## config.mk

```make
export PLATFORM = sky130hd
export DESIGN_NAME = ws_systolic_core
export DESIGN_NICKNAME = d
export VERILOG_FILES = /design/src/rtl/ws_systolic_core.sv
export SDC_FILE = /design/constraint.sdc
export NUM_CORES = 2
export LEC_CHECK = 0
export CAP_MARGIN = 20
export CORE_ASPECT_RATIO = 0.5
export CORE_UTILIZATION = 35
export CTS_BUF_LIST = sky130_fd_sc_hd__clkbuf_8
export CTS_CLUSTER_SIZE = 14
export DETAILED_ROUTE_END_ITERATION = 12
export DONT_BUFFER_PORTS = 1
export PLACE_DENSITY_LB_ADDON = 0.2
export SLEW_MARGIN = 20
export SYNTH_ARGS = -nofsm -noshare
export SYNTH_HDL_FRONTEND = slang
export SYNTH_SLANG_ARGS = --single-unit
```

## constraint.sdc

```tcl
create_clock -name clk -period 41.3 [get_ports clk]
set_input_delay 4.13 -clock clk [delete_from_list [all_inputs] [get_ports clk]]
set_output_delay 4.13 -clock clk [all_outputs]
set_load 0.005 [all_outputs]
```

## src/rtl/ws_systolic_core.sv

```systemverilog
// ws_systolic_core: weight-stationary ROWS x COLS MAC array with on-chip activation
// skew, output deskew, double-buffered weights and a swap that waits for an empty pipe.
module ws_systolic_core #(
  parameter int ROWS   = 4,
  parameter int COLS   = 4,
  parameter int DATA_W = 8,
  parameter int ACC_W  = 32,
  parameter bit SIGNED = 1'b1,
  localparam int IDX_W = (ROWS > 1) ? $clog2(ROWS) : 1
) (
  input  logic                   clk,
  input  logic                   rst,
  input  logic                   in_valid,
  output logic                   in_ready,
  input  logic [ROWS*DATA_W-1:0] in_act_vec,
  input  logic                   w_load_en,
  input  logic [IDX_W-1:0]       w_row_idx,
  input  logic [COLS*DATA_W-1:0] in_weight_vec,
  input  logic                   w_swap,
  output logic                   swap_pending,
  output logic                   busy,
  output logic                   out_valid,
  output logic [COLS*ACC_W-1:0]  out_psum_vec
);
  localparam int LAT = ROWS + COLS + 1;
  localparam int CNT_W = $clog2(LAT + 1);
  localparam logic [IDX_W:0] ROWS_L = (IDX_W + 1)'(ROWS);

  typedef enum logic {ST_RUN = 1'b0, ST_PEND = 1'b1} state_t;

  state_t            state_r, state_n;
  logic              swap_go_s;
  logic              accept_s;
  logic [CNT_W-1:0]  cnt_r;
  logic [LAT-1:0]    vld_r;
  logic              bank_sel_r;
  logic [DATA_W-1:0] bank_r     [2][ROWS][COLS];
  logic [DATA_W-1:0] in_act_r   [ROWS];
  logic [DATA_W-1:0] skew_act_s [ROWS];
  logic [DATA_W-1:0] act_pe_r   [ROWS][COLS];
  logic [ACC_W-1:0]  psum_r     [ROWS][COLS];
  logic [ACC_W-1:0]  mac_s      [ROWS][COLS];
  logic [ACC_W-1:0]  deskew_s   [COLS];

  // Full-width product, sign- or zero-extended (or wrapped) to the accumulator width
  function automatic logic [ACC_W-1:0] mul_ext(input logic [DATA_W-1:0] a, input logic [DATA_W-1:0] b);
    logic signed [2*DATA_W-1:0] sp;
    logic [2*DATA_W-1:0]        up;
    sp = $signed({{DATA_W{a[DATA_W-1]}}, a}) * $signed({{DATA_W{b[DATA_W-1]}}, b});
    up = {{DATA_W{1'b0}}, a} * {{DATA_W{1'b0}}, b};
    if (SIGNED) return ACC_W'(sp);
    else        return ACC_W'(up);
  endfunction

  assign accept_s     = in_valid && in_ready;
  assign in_ready     = (state_r == ST_RUN);
  assign swap_pending = (state_r == ST_PEND);
  assign busy         = (cnt_r != '0);

  // Input capture, valid pipeline and in-flight count
  always_ff @(posedge clk or posedge rst) begin
    if (rst) begin
      for (int r = 0; r < ROWS; r++) in_act_r[r] <= '0;
      vld_r <= '0;
      cnt_r <= '0;
    end else begin
      for (int r = 0; r < ROWS; r++)
        in_act_r[r] <= accept_s ? in_act_vec[r*DATA_W +: DATA_W] : '0;
      vld_r <= {vld_r[LAT-2:0], accept_s};
      if (accept_s && !vld_r[LAT-1])      cnt_r <= cnt_r + CNT_W'(1);
      else if (!accept_s && vld_r[LAT-1]) cnt_r <= cnt_r - CNT_W'(1);
      else                                cnt_r <= cnt_r;
    end
  end

  // Swap state and weight banks; loads always target the bank that is shadow before the edge
  always_ff @(posedge clk or posedge rst) begin
    if (rst) begin
      state_r    <= ST_RUN;
      bank_sel_r <= 1'b0;
      for (int b = 0; b < 2; b++)
        for (int r = 0; r < ROWS; r++)
          for (int c = 0; c < COLS; c++) bank_r[b][r][c] <= '0;
    end else begin
      state_r <= state_n;
      if (w_load_en && ({1'b0, w_row_idx} < ROWS_L))
        for (int c = 0; c < COLS; c++)
          bank_r[~bank_sel_r][w_row_idx][c] <= in_weight_vec[c*DATA_W +: DATA_W];
      if (swap_go_s) bank_sel_r <= ~bank_sel_r;
    end
  end

  // Next-state logic: a requested swap waits until nothing is in flight
  always_comb begin
    state_n   = state_r;
    swap_go_s = 1'b0;
    case (state_r)
      ST_RUN: begin
        if (w_swap) state_n = ST_PEND;
        else        state_n = ST_RUN;
      end
      ST_PEND: begin
        if ((cnt_r == '0) && !accept_s) begin
          state_n   = ST_RUN;
          swap_go_s = 1'b1;
        end else begin
          state_n = ST_PEND;
        end
      end
      default: state_n = ST_RUN;
    endcase
  end

  for (genvar r = 0; r < ROWS; r++) begin : g_skew
    if (r == 0) begin : g_direct
      assign skew_act_s[r] = in_act_r[r];
    end else begin : g_delay
      logic [DATA_W-1:0] dly_r [r];
      // Row r enters the array r cycles late
      always_ff @(posedge clk or posedge rst) begin
        if (rst) begin
          for (int i = 0; i < r; i++) dly_r[i] <= '0;
        end else begin
          dly_r[0] <= in_act_r[r];
          for (int i = 1; i < r; i++) dly_r[i] <= dly_r[i-1];
        end
      end
      assign skew_act_s[r] = dly_r[r-1];
    end
  end

  // Each PE adds its product to the partial sum arriving from the row above
  always_comb begin
    for (int r = 0; r < ROWS; r++) begin
      for (int c = 0; c < COLS; c++) begin
        mac_s[r][c] = ((r == 0) ? '0 : psum_r[(r == 0) ? 0 : r - 1][c])
                    + mul_ext(act_pe_r[r][c], bank_sel_r ? bank_r[1][r][c] : bank_r[0][r][c]);
      end
    end
  end

  // PE registers: activations move right, partial sums move down
  always_ff @(posedge clk or posedge rst) begin
    if (rst) begin
      for (int r = 0; r < ROWS; r++)
        for (int c = 0; c < COLS; c++) begin
          act_pe_r[r][c] <= '0;
          psum_r[r][c]   <= '0;
        end
    end else begin
      for (int r = 0; r < ROWS; r++)
        for (int c = 0; c < COLS; c++) begin
          act_pe_r[r][c] <= (c == 0) ? skew_act_s[r] : act_pe_r[r][(c == 0) ? 0 : c - 1];
          psum_r[r][c]   <= mac_s[r][c];
        end
    end
  end

  for (genvar c = 0; c < COLS; c++) begin : g_deskew
    localparam int D = COLS - 1 - c;
    if (D == 0) begin : g_direct
      assign deskew_s[c] = psum_r[ROWS-1][c];
    end else begin : g_delay
      logic [ACC_W-1:0] dly_r [D];
      // Early columns wait so that all columns leave together
      always_ff @(posedge clk or posedge rst) begin
        if (rst) begin
          for (int i = 0; i < D; i++) dly_r[i] <= '0;
        end else begin
          dly_r[0] <= psum_r[ROWS-1][c];
          for (int i = 1; i < D; i++) dly_r[i] <= dly_r[i-1];
        end
      end
      assign deskew_s[c] = dly_r[D-1];
    end
  end

  // Output register holds the last result between valid cycles
  always_ff @(posedge clk or posedge rst) begin
    if (rst) begin
      out_valid    <= 1'b0;
      out_psum_vec <= '0;
    end else begin
      out_valid <= vld_r[LAT-1];
      if (vld_r[LAT-1])
        for (int c = 0; c < COLS; c++) out_psum_vec[c*ACC_W +: ACC_W] <= deskew_s[c];
    end
  end
endmodule

```

==> flow_metrics.py <==
metrics = {
    "synth": {
        "synth-seq-area-share_pct": 34.24,
        "ys_types": 83,
        "synth_top_cell_area_share_pct": 34.24,
        "ys_async_sr_fraction_pct": 100.0,
        "postSynthAreaPerCell_um2": 11.30,
        "yosys.cell_count.top_type": "inv_1",
        "yosysTopAreaCell": "dfrtp_1",
        "synth-edff-count": 0,
        "yosys-top-cells-count": "1409 x inv_1, 1188 x dfrtp_1, 973 x fa_1, 711 x ha_1, 503 x nor2b_1",
        "ys_top_cells_by_area": "dfrtp_1 34%, fa_1 22%, ha_1 10%, inv_1 6.1%, mux2_2 5.7%",
        "yosysWarnings": 0,
        "synth_fp_nets": 9438,
        "netlist_instances": 7683,
        "syn-cell-area_um2": 86820,
        "synth_ff_type": "dfrtp_1",
        "synth.ff_latch_count": 1188,
    },
    "min_path": {
        "min_from": "g_deskew[1].g_delay.dly_r[40]$_DFF_PP0_",
        "worstHoldPathType": "reg2reg",
    },
    "place": {
        "dp_hpwl_mm": 152.1,
        "place_congestion": 0.8219,
        "port_buffers": 0,
    },
    "timing": {
        "tightest_slew_ns": 1.089,
        "slew_violations": 0,
        "relSlewSlack_pct": 25.34,
        "layout_min_cycle_time_ns": 9.552,
        "tns_ns": 0,
        "setup_violations": 0,
        "hold_viol_final": 0,
        "finalCritPeriodShare_pct": 23.13,
        "fmaxAchievable_mhz": 104.7,
        "fin_skew_ns": 0.1017,
        "rsz0062_at_grt": "false",
    },
    "cts": {
        "postCtsHoldBufs": 0,
        "clkSinkCount": 1188,
        "clock_insertion_delay_worst_skew_ns": 0.98,
        "cts_tree": "built",
        "cts_root_buf": "clkbuf_8",
        "path_clk_slew_ns": 0.06,
        "cts_resized": 0,
        "htreeDepth": 4,
        "clock_path_buffers": 4,
        "numCtsBuffers": 194,
        "cts_setup_buffers": 0,
    },
    "cells_and_area": {
        "drive_above_1_share_pct": 11.24,
        "area_delta_synth_final_pct": 9.500,
        "n_fill_cell": 24060,
        "regArea_um2": 29740,
        "multiInputGateArea_um2": 51510,
        "final_nets": 9595,
    },
    "routing": {
        "dr.pass1.iters": 5,
        "drt-total-wl_mm": 195.7,
        "route.detailed.drc": 0,
        "detail-route-antenna-nets": 0,
        "wire_per_inst_um": 17.40,
        "vias": 52360,
        "avgViaCountPerCell": 4.655,
        "drt-initial-drc-count": 2620,
    },
    "die": {
        "start_util_pct": 35.43,
        "core.rowCount": 128,
        "die_area_um2": 250200,
        "die_w_um": 706.3,
        "pin_count": 203,
        "die_h_um": 354.2,
        "core_um2": 245000,
    },
    "critical_path": {
        "cp.required_ns": 42.09,
        "cp-end-kind": "flop",
        "critical_path_class": "reg2reg",
        "path_max_fanout": 41,
        "cp-startpoint": "bank_sel_r$_DFFE_PP0P_",
        "critPathLaunchType": "flop",
        "cp.arrival_ns": 10.34,
        "reg2reg_from": "bank_sel_r$_DFFE_PP0P_",
    },
    "grt": {
        "track_usage_pct": 16.04,
        "grt_pass1_wl_mm": 317.2,
        "antenna_found_initial": 32,
        "grt_pass1_vias": 55740,
        "grt_max_degree": 103,
        "gr-total-overflow": 0,
    },
    "outcome": {
        "status": "complete, no violations",
    },
    "run": {
        "max_cap_violations": 0,
    },
}
[metal layers]
layer	vias up	wire length, um	global-route usage (%)
met4	16	4115	3.475
met1	26800	94090	22.98
met3	265	6884	2.307
met2	613	90510	25.89
li1	24670	-	-
met5	-	122	0
[cell usage in the layout (no fill, tap or decap), types with 14 or more instances in the layout]
cell	n
nand3_1	45
nand2_1	341
or2_2	74
mux2i_1	88
a31oi_1	21
dfrtp_1	1186
or3_1	14
nor2_1	250
clkbuf_8	232
o21ai_0	113
nand4_1	19
fa_1	973
mux2_2	441
xor2_1	81
inv_1	1463
nand2b_1	69
o21bai_1	63
ha_1	711
a21boi_0	15
o211ai_1	15
a21oi_1	225
and2_1	187
a211oi_1	20
clkinv_2	24
diode_2	15
a21o_1	115
and3_1	18
o31ai_1	14
xnor2_1	344
buf_4	52
o21a_1	31
nor2b_1	502
o2111ai_1	17
nor3_1	46
[per-stage QoR]
step           setup slack (ns)  hold slack (ns)  instances  util, %  cell area (um^2)
3_3_place_gp              30.81           0.3312      10890    37.14             90990
5_1_grt                   30.96           0.2856      11240    38.79             95040
4_1_cts                   31.53           0.2901      11230    38.76             94980
3_5_place_dp              30.78           0.3347      10890    37.14             90990
6_report                  31.75           0.2954      11250    38.80             95070
2_1_floorplan             3.704           0.3312       7683        -             86820
[critical path, cell delays in order, from the launching register on]
cell	delay (ns)
dfrtp_4	0.83
buf_4	0.72
mux2i_1	0.80
nor2b_1	0.20
ha_1	0.38
inv_1	0.14
fa_1	0.50
inv_1	0.05
fa_1	0.52
inv_1	0.05
fa_1	0.47
inv_1	0.04
ha_1	0.32
or3_1	0.37
a41oi_1	0.34
nor2b_1	0.09
o21a_1	0.20
o41ai_1	0.49
xnor2_2	0.42
ha_1	0.53
nand2_1	0.15
a2111oi_1	0.69
o21ai_1	0.24
o211a_1	0.33
o21ai_0	0.21
xor2_1	0.21
[sequential cells by signal (all words and copies together) (netlist names), 4 cells and up]
name,count
g_deskew.g_delay.dly_r,128
deskew_s,96
in_act_r,32
vld_r,9
out_psum_vec,128
g_skew.g_delay.dly_r,48
act_pe_r,128
bank_r,256
cnt_r,4
psum_r,356
[kinds of logic after synthesis]
kind of cell / share of synthesized area, %
buf+inv: 6.511
flops: 34.24
compound gates: 5.812
fa+ha+maj: 32.68
simple gates: 9.677
xor+xnor: 4.328
mux: 6.746
[path summary, 6_finish.rpt]
check	end	cells past startpoint	slack, ns
worst max register to register	deskew_s[29]$_DFF_PP0_	25	31.75
worst max-delay path	deskew_s[29]$_DFF_PP0_	25	31.75
max in group asynchronous	deskew_s[119]$_DFF_PP0_	8	32.23
worst min register to register	deskew_s[72]$_DFF_PP0_	0	0.30
worst min-delay path	deskew_s[72]$_DFF_PP0_	0	0.30
min in group asynchronous	bank_r[135]$_DFFE_PP0P_	1	3.14
[cell type report]
cell class	count	share of cell area, %
Clock buffer	232	3.359
Tap cell	3250	4.277
Multi-Input combinational cell	4992	54.18
Clock inverter	106	0.8357
Antenna cell	15	0.03948
Sequential cell	1188	31.28
Timing Repair Buffer	54	0.4514
Inverter	1410	5.575
Power is not shown: default switching activity piles up to over one toggle a cycle in this logic, so the estimate is an artifact.
